## src/rtl/serial_decoder_adder_if.sv

```systemverilog
// Operand/result handshake bundle for the bit-serial adder/subtractor.
// master = operand producer + result consumer, slave = arithmetic unit.
interface serial_decoder_adder_if #(
   parameter int WIDTH = 8
);
   logic             in_valid;
   logic             in_ready;
   logic [WIDTH-1:0] a;
   logic [WIDTH-1:0] b;
   logic             sub;
   logic             out_valid;
   logic             out_ready;
   logic [WIDTH-1:0] sum;
   logic             cout;
   logic             ovf;

   modport master (
      output in_valid, a, b, sub, out_ready,
      input  in_ready, out_valid, sum, cout, ovf
   );

   modport slave (
      input  in_valid, a, b, sub, out_ready,
      output in_ready, out_valid, sum, cout, ovf
   );
endinterface

```

## src/rtl/serial_decoder_adder.sv

```systemverilog
// Bit-serial adder/subtractor, one bit per clock LSB first; each bit is
// resolved by a 3-to-8 one-hot decoder full-adder cell.
//
// state | meaning
// IDLE  | in_ready high, waiting for operands
// RUN   | shifting one bit per cycle through the decoder cell
// DONE  | result held on out_valid until out_ready
module serial_decoder_adder #(
   parameter int WIDTH = 8,
   parameter int CNT_W = $clog2(WIDTH + 1)
) (
   input  logic                  clk,
   input  logic                  rst_n,
   serial_decoder_adder_if.slave bus,
   output logic                  busy
);

   typedef enum logic [1:0] {
      IDLE = 2'b00,
      RUN  = 2'b01,
      DONE = 2'b10
   } state_t;

   localparam logic [CNT_W-1:0] LAST_BIT = CNT_W'(WIDTH - 1);

   state_t           state, state_nxt;
   logic [WIDTH-1:0] a_sr, b_sr, res_sr, res_nxt, sum_q;
   logic             carry, cout_q, ovf_q;
   logic [CNT_W-1:0] cnt;
   logic [7:0]       dec;
   logic             sum_bit, carry_nxt, last_bit;

   // One-hot minterm index is {a_bit, b_bit, carry}.
   always_comb begin
      dec       = 8'b0000_0001 << {a_sr[0], b_sr[0], carry};
      sum_bit   = dec[1] | dec[2] | dec[4] | dec[7];
      carry_nxt = dec[3] | dec[5] | dec[6] | dec[7];
      res_nxt   = (res_sr >> 1) | (WIDTH'(sum_bit) << (WIDTH - 1));
      last_bit  = (cnt == LAST_BIT);
   end

   always_ff @(posedge clk or negedge rst_n) begin
      if (!rst_n) state <= IDLE;
      else        state <= state_nxt;
   end

   always_comb begin
      state_nxt = IDLE;
      case (state)
         IDLE:    state_nxt = bus.in_valid  ? RUN  : IDLE;
         RUN:     state_nxt = last_bit      ? DONE : RUN;
         DONE:    state_nxt = bus.out_ready ? IDLE : DONE;
         default: state_nxt = IDLE;
      endcase
   end

   // sum_q is separate from the shifting result so outputs stay frozen
   // from DONE through IDLE and the whole of the next RUN.
   always_ff @(posedge clk or negedge rst_n) begin
      if (!rst_n) begin
         a_sr   <= '0;
         b_sr   <= '0;
         res_sr <= '0;
         sum_q  <= '0;
         carry  <= 1'b0;
         cout_q <= 1'b0;
         ovf_q  <= 1'b0;
         cnt    <= '0;
      end else begin
         case (state)
            IDLE: begin
               if (bus.in_valid) begin
                  a_sr  <= bus.a;
                  b_sr  <= bus.sub ? ~bus.b : bus.b;
                  carry <= bus.sub;
                  cnt   <= '0;
               end
            end
            RUN: begin
               a_sr   <= a_sr >> 1;
               b_sr   <= b_sr >> 1;
               res_sr <= res_nxt;
               carry  <= carry_nxt;
               cnt    <= cnt + CNT_W'(1);
               if (last_bit) begin
                  sum_q  <= res_nxt;
                  cout_q <= carry_nxt;
                  ovf_q  <= carry ^ carry_nxt;
               end
            end
            default: ;
         endcase
      end
   end

   assign bus.in_ready  = (state == IDLE);
   assign bus.out_valid = (state == DONE);
   assign busy          = (state == RUN);
   assign bus.sum       = sum_q;
   assign bus.cout      = cout_q;
   assign bus.ovf       = ovf_q;

endmodule

```

## src/flat_wrapper.sv

```systemverilog
// flat-port wrapper written by rule: the top's interface ports become plain ports
module serial_decoder_adder_flat 
#(
   parameter int WIDTH = 8,
   parameter int CNT_W = $clog2(WIDTH + 1)
)
  (clk, rst_n, busy, bus_in_valid, bus_a, bus_b, bus_sub, bus_out_ready, bus_in_ready, bus_out_valid, bus_sum, bus_cout, bus_ovf);
  serial_decoder_adder_if #(.WIDTH(WIDTH)) bus_i ();
  input  logic clk;
  input  logic rst_n;
  output logic busy;
  input wire logic [$bits(bus_i.in_valid)-1:0] bus_in_valid;
  input wire logic [$bits(bus_i.a)-1:0] bus_a;
  input wire logic [$bits(bus_i.b)-1:0] bus_b;
  input wire logic [$bits(bus_i.sub)-1:0] bus_sub;
  input wire logic [$bits(bus_i.out_ready)-1:0] bus_out_ready;
  output wire logic [$bits(bus_i.in_ready)-1:0] bus_in_ready;
  output wire logic [$bits(bus_i.out_valid)-1:0] bus_out_valid;
  output wire logic [$bits(bus_i.sum)-1:0] bus_sum;
  output wire logic [$bits(bus_i.cout)-1:0] bus_cout;
  output wire logic [$bits(bus_i.ovf)-1:0] bus_ovf;
  assign bus_i.in_valid = bus_in_valid;
  assign bus_i.a = bus_a;
  assign bus_i.b = bus_b;
  assign bus_i.sub = bus_sub;
  assign bus_i.out_ready = bus_out_ready;
  assign bus_in_ready = bus_i.in_ready;
  assign bus_out_valid = bus_i.out_valid;
  assign bus_sum = bus_i.sum;
  assign bus_cout = bus_i.cout;
  assign bus_ovf = bus_i.ovf;
  serial_decoder_adder #(.WIDTH(WIDTH), .CNT_W(CNT_W)) u_core (.clk(clk), .rst_n(rst_n), .bus(bus_i), .busy(busy));
endmodule
```

## config.mk

```make
export PLATFORM = sky130hd
export DESIGN_NAME = serial_decoder_adder_flat
export DESIGN_NICKNAME = d
export VERILOG_FILES = /design/src/rtl/serial_decoder_adder_if.sv /design/src/rtl/serial_decoder_adder.sv /design/src/flat_wrapper.sv
export SDC_FILE = /design/constraint.sdc
export NUM_CORES = 1
export LEC_CHECK = 0
export CAP_MARGIN = 5
export CORE_MARGIN = 2
export CORE_UTILIZATION = 50
export CTS_CLUSTER_SIZE = 12
export DETAILED_ROUTE_END_ITERATION = 8
export DONT_BUFFER_PORTS = 1
export PLACE_DENSITY = 0.68
export SETUP_SLACK_MARGIN = 0.3
export SYNTH_ARGS = -nofsm -noshare
export SYNTH_HDL_FRONTEND = slang
export SYNTH_SLANG_ARGS = --single-unit
```

## constraint.sdc

```tcl
create_clock -name clk -period 1.8 [get_ports clk]
set_input_delay 0.18 -clock clk [delete_from_list [all_inputs] [get_ports clk]]
set_output_delay 0.18 -clock clk [all_outputs]
set_load 0.02 [all_outputs]
```

# Word-level counts from Yosys, hierarchy flattened
# Cells that the tools add are included.
# totals
inputBits	21
elab_cells	41
register_bits	41
# op_classes
shift	1
n_eq_ne	4
addsub	1
bitwise_logic	9
mux	13
reduce_logical	4
# op_table
operator	n
$pmux 8 s2	2
$mux 8	3
$not 8->8	1
$or 7x8->8	1
$pmux 4 s2	1
$shl 1x3->8 const A	1
$or 1x1->1	6
$pmux 2 s3	1
$add 4x1->4 const B	1
$eq 4x3->1 const B	1
$mux 2	2
$mux 4	1
$reduce_and 2->1	2
$eq 2x1->1 const B	1
$eq 2x2->1 const B	1
$logic_not 2->1	1
$mux 1	2
$ne 2x2->1 const B	1
$pmux 1 s2	1
$reduce_bool 2->1	1
$xor 1x1->1	1

# Depth between registers and ports, before layout
# depth
word_depth	5
mapped_depth	5
depth_no_buf	4

# Worst setup path after synthesis
# Ideal clock, no wire load.
# synth_timing
kind	register to register
from	register u_core.carry
to	register u_core.ovf_q, in the netlist u_core.bus.ovf
arrival_time_ns	1.273
path_stages_with_launch	4
n_path_buf	0
setup_slack_ns	0.403
cell_sequence	dfrtp_1 -> fa_1 -> xor2_1 -> mux2_2
# synth_via
elab_chain_cells	5
# synth_lines
item	line	rtl
start, declared	serial_decoder_adder.sv:28	logic carry, cout_q, ovf_q;
start signal, assigned	serial_decoder_adder.sv:75	carry <= bus.sub;
start signal, assigned	serial_decoder_adder.sv:83	carry <= carry_nxt;
$shl 1x3->8 *	serial_decoder_adder.sv:35	dec = 8'b0000_0001 << {a_sr[0], b_sr[0], carry};
$or 1x1->1 (2 in a row)	serial_decoder_adder.sv:37	carry_nxt = dec[3] | dec[5] | dec[6] | dec[7];
$or 1x1->1 *	serial_decoder_adder.sv:37	
named net u_core.carry_nxt	serial_decoder_adder.sv:31	logic sum_bit, carry_nxt, last_bit;
$xor 1x1->1 *	serial_decoder_adder.sv:88	ovf_q <= carry ^ carry_nxt;
end signal, assigned	serial_decoder_adder.sv:88	
end, declared	serial_decoder_adder.sv:28	
# The timed path passes the listed nets; every way through them passes the cells marked *.
# A chain may end at the register's enable or synchronous reset.

# Final worst setup path
# layout_timing
from	register u_core.state[1]
to	output port busy
# layout_via
elab_chain_cells	1
# layout_lines
item	line	rtl
start, declared	serial_decoder_adder.sv:26	state_t state, state_nxt;
start signal, assigned	serial_decoder_adder.sv:44	else state <= state_nxt;
$eq 2x1->1	serial_decoder_adder.sv:98	assign busy = (state == RUN);
end, declared	flat_wrapper.sv:11	output logic busy;
# No other way between the ends.

==> summary.txt <==
Setup path
  – CP Max Fanout: 8
  – Critical Path End Type: output pin
  – Data required, critical path: ~1.6 ns
  – Critical path endpoint: busy
  – Crit path launch type: flip-flop
  – Worst Setup SP: u_core.state[1]
  – RR Endpoint: u_core.bus.sum[4]
  – Critical path data arrival time: around 1.3 ns
  – R2R Setup Slk: roughly 0.33 ns
  – Reg2reg start: u_core.state[1]
  – Worst R2R Path Depth: 4
  – CP Class: reg2out

Synth
  – Synth Area in Simple Gates: 14.2%
  – Seq/Total Area, Yosys: around 56%
  – Main combinational cell family by area after synthesis: simple AND/OR/NAND/NOR gates
  – Mux share of post-synthesis cell area: 6.95%
  – Synth Register Bits: 40
  – Post-Syn Instances: roughly 160
  – Ys Warns: 0
  – Synth Area in Adders: ~1.8%
  – Avg Synthesized Cell Area: 11.2 um^2
  – Post-Syn Nets: about 180
  – Synthesized cell area: between 1500 and 2000 um^2
  – Compound-Gate Fraction of Synth Area: around 14%
  – Unique masters post-synth: 26
  – Xor/xnor share of the synthesized area: under 10%

STA
  – Setup TNS: 0 ns
  – Endpoints failing hold: 0
  – Fin crit period: between 1 and 1.5 ns
  – Slew HR: 73.8%
  – Worst-margin pin slew: 0.393 ns
  – FMAX: around 0.67 GHz
  – Final WS setup: between 0.3 and 0.4 ns
  – Setup Viol. Count Final: 0
  – Fin crit share: 82.6%
  – Clock skew: 0.00853 ns
  – Max-slew violation count: 0
  – RSZ-0062 raised after global routing: true
  – Hold WS: ~0.039 ns

Floorplanning
  – Area of the core: between 3000 and 4000 um^2
  – IO Pins: 34
  – Starting density of the core: a little over half
  – Die footprint: between 4000 and 5000 um^2
  – Die width: about 64 um
  – Std-Cell Rows: 21
  – Chip height: between 60 and 70 um

Layout
  – Area growth syn-to-layout: 14.1%
  – Filler Cell Count: 285
  – Nets@finish: between 150 and 200
  – Design Area, Final: just over 2000 um^2
  – Commonest cells after routing, fill and taps aside: dfrtp_1, nand2_1, mux2_2, o21ai_0, buf_4
  – Most common cell after layout, fill and taps aside: dfrtp_1
  – Number of diodes: 0
  – Ratio of cells with drive above 1 in the final layout: a little under a quarter

Pwr
  – Total chip power: between 3 and 4 mW
  – VDD IR max: ~0.00069 V
  – Leak: approximately 0.99 nW
  – PwrDens: around 1600 nW/um^2

Placed design
  – Dpl hpwl: between 2000 and 2500 um
  – Number of buffers added on ports: 0
  – Pre-CTS setup slack: approximately 0.23 ns
  – Gpl congestion: approximately 0.77
  – DP Area: ~1900 um^2

Global route
  – Grt total ovfl: 0
  – Vias in the first global route: ~1.3k
  – Largest net degree at the start of global routing: between 40 and 50
  – First-pass GRT wire length: 5950 um
  – Total track usage: between 10% and 20%
  – Initial antenna violation count: 0

Flow run
  – Max Cap Viol: 0

Drt
  – DRC: 0
  – DRT Wirelength: roughly 3400 um
  – Antenna-violating nets left: 0
  – Drt initial violations: between 60 and 70
  – Drt wl/cell: 15.4 um
  – Via count: roughly 1.2k
  – DRT Pass-1 Iters: 4
  – Vias per std cell: 5.58

Clock network
  – CTS max path bufs: 2
  – CTS Buf Count: 5
  – CTS tree: yes
  – H-tree levels: 2
  – Clk sinks: 40
  – Worst-skew pair later-pin latency: between 0.3 and 0.4 ns
  – Root Buffer: clkbuf_4
  – Worst-path clk slew: about 0.11 ns

Worst hold path
  – Hold Crit Depth: 2
  – Worst Hold Class: in2reg

Status
  – Status: finished clean
## worst min path at each step
stage	end	start	slack (ns)
final	u_core.a_sr[3]	bus_a[3]	0.04
after floorplan	u_core.a_sr[0]	rst_n	-0.12
after global placement	u_core.bus.sum[3]	rst_n	-0.11
after detailed placement	u_core.res_sr[3]	rst_n	-0.11
after CTS	u_core.a_sr[3]	bus_a[3]	0.03
after global routing	u_core.a_sr[3]	bus_a[3]	0.03
## critical path, stage by stage (launching register included)
cell and delay, ns:
dfrtp_1 0.42, nand2b_1 0.20, buf_6 0.15, inv_2 0.05, buf_6 0.14
## flip-flops by register name, indices dropped and copies added (netlist names)
signal / flops
u_core.a_sr: 8
u_core.b_sr: 8
u_core.state: 2
u_core.bus.ovf: 1
u_core.res_sr: 7
u_core.bus.sum: 8
u_core.cnt: 4
u_core.carry: 1
u_core.bus.cout: 1
## per-layer routing
metal	vias to the layer above	routed length [um]	track usage, %
met5	-	0	0
met4	0	76	6.52
met3	10	175	7.68
met2	38	1650	30.0
met1	593	1460	24.2
li1	581	-	-
## power by group
group | internal [mW] | switching, mW | total [mW] | leakage (nW)
combinational | 0.572 | 0.530 | 1.10 | 0.438
sequential | 1.26 | 0.380 | 1.64 | 0.518
clock | 0.222 | 0.270 | 0.492 | 0.0374
total | 2.06 | 1.18 | 3.24 | 0.994
## cell families after synthesis
logic type / after synthesis
adders and majority gates: 2
muxes: 11
and+or+nand+nor: 52
AOI/OAI and AO/OA: 33
xor gates and xnor gates: 9
DFF: 40
buffers and inverters: 12
## cell type report
class                   count  area (um^2)  share of cell area [%]
clock buffers               7         65.1                    3.20
inverters                   3         11.3                   0.554
well taps                  46         57.6                    2.83
multi-input cells         107          751                    36.9
repair buffers             16          149                    7.32
flip-flops and latches     40         1000                    49.2
## what timing repair did
item / CTS / global route
resized for setup: 4 / 7
endpoints found under the setup margin: 23 / 25
buffers inserted: 2 / 2
hold buffers: 3 / 0
hold endpoints to repair: 41 / 0
## per-stage QoR
| step | utilization, % | cells |
|---|---|---|
| after floorplan | - | 159 |
| after global placement | 55.1 | 205 |
| after detailed placement | 55.1 | 205 |
| after CTS | 59.0 | 217 |
| after global routing | 60.0 | 219 |
| final | 60.0 | 219 |
## synthesized netlist by cell type (all sizes together)
| cell | number | area (um^2) |
|---|---|---|
| a2bb2oi | 1 | 8.76 |
| o311ai | 1 | 8.76 |
| o21bai | 1 | 7.51 |
| o21ai | 10 | 50.1 |
| ha | 1 | 12.5 |
| a22o | 3 | 26.3 |
| nand3 | 2 | 10.0 |
| a22oi | 7 | 52.6 |
| nand2b | 1 | 6.26 |
| clkinv | 1 | 3.75 |
| a221o | 7 | 70.1 |
| xor2 | 9 | 78.8 |
| a21oi | 2 | 10.0 |
| dfrtp | 40 | 1000 |
| nor3 | 2 | 15.0 |
| nand2 | 34 | 128 |
| a21o | 1 | 7.51 |
| inv | 2 | 7.51 |
| mux2 | 11 | 124 |
| nor2b | 2 | 12.5 |
| fa | 1 | 20.0 |
| clkbuf | 7 | 26.3 |
| and3b | 8 | 70.1 |
| buf | 2 | 15.0 |
| nor2 | 3 | 11.3 |
Power figures use the tool's default switching activity.
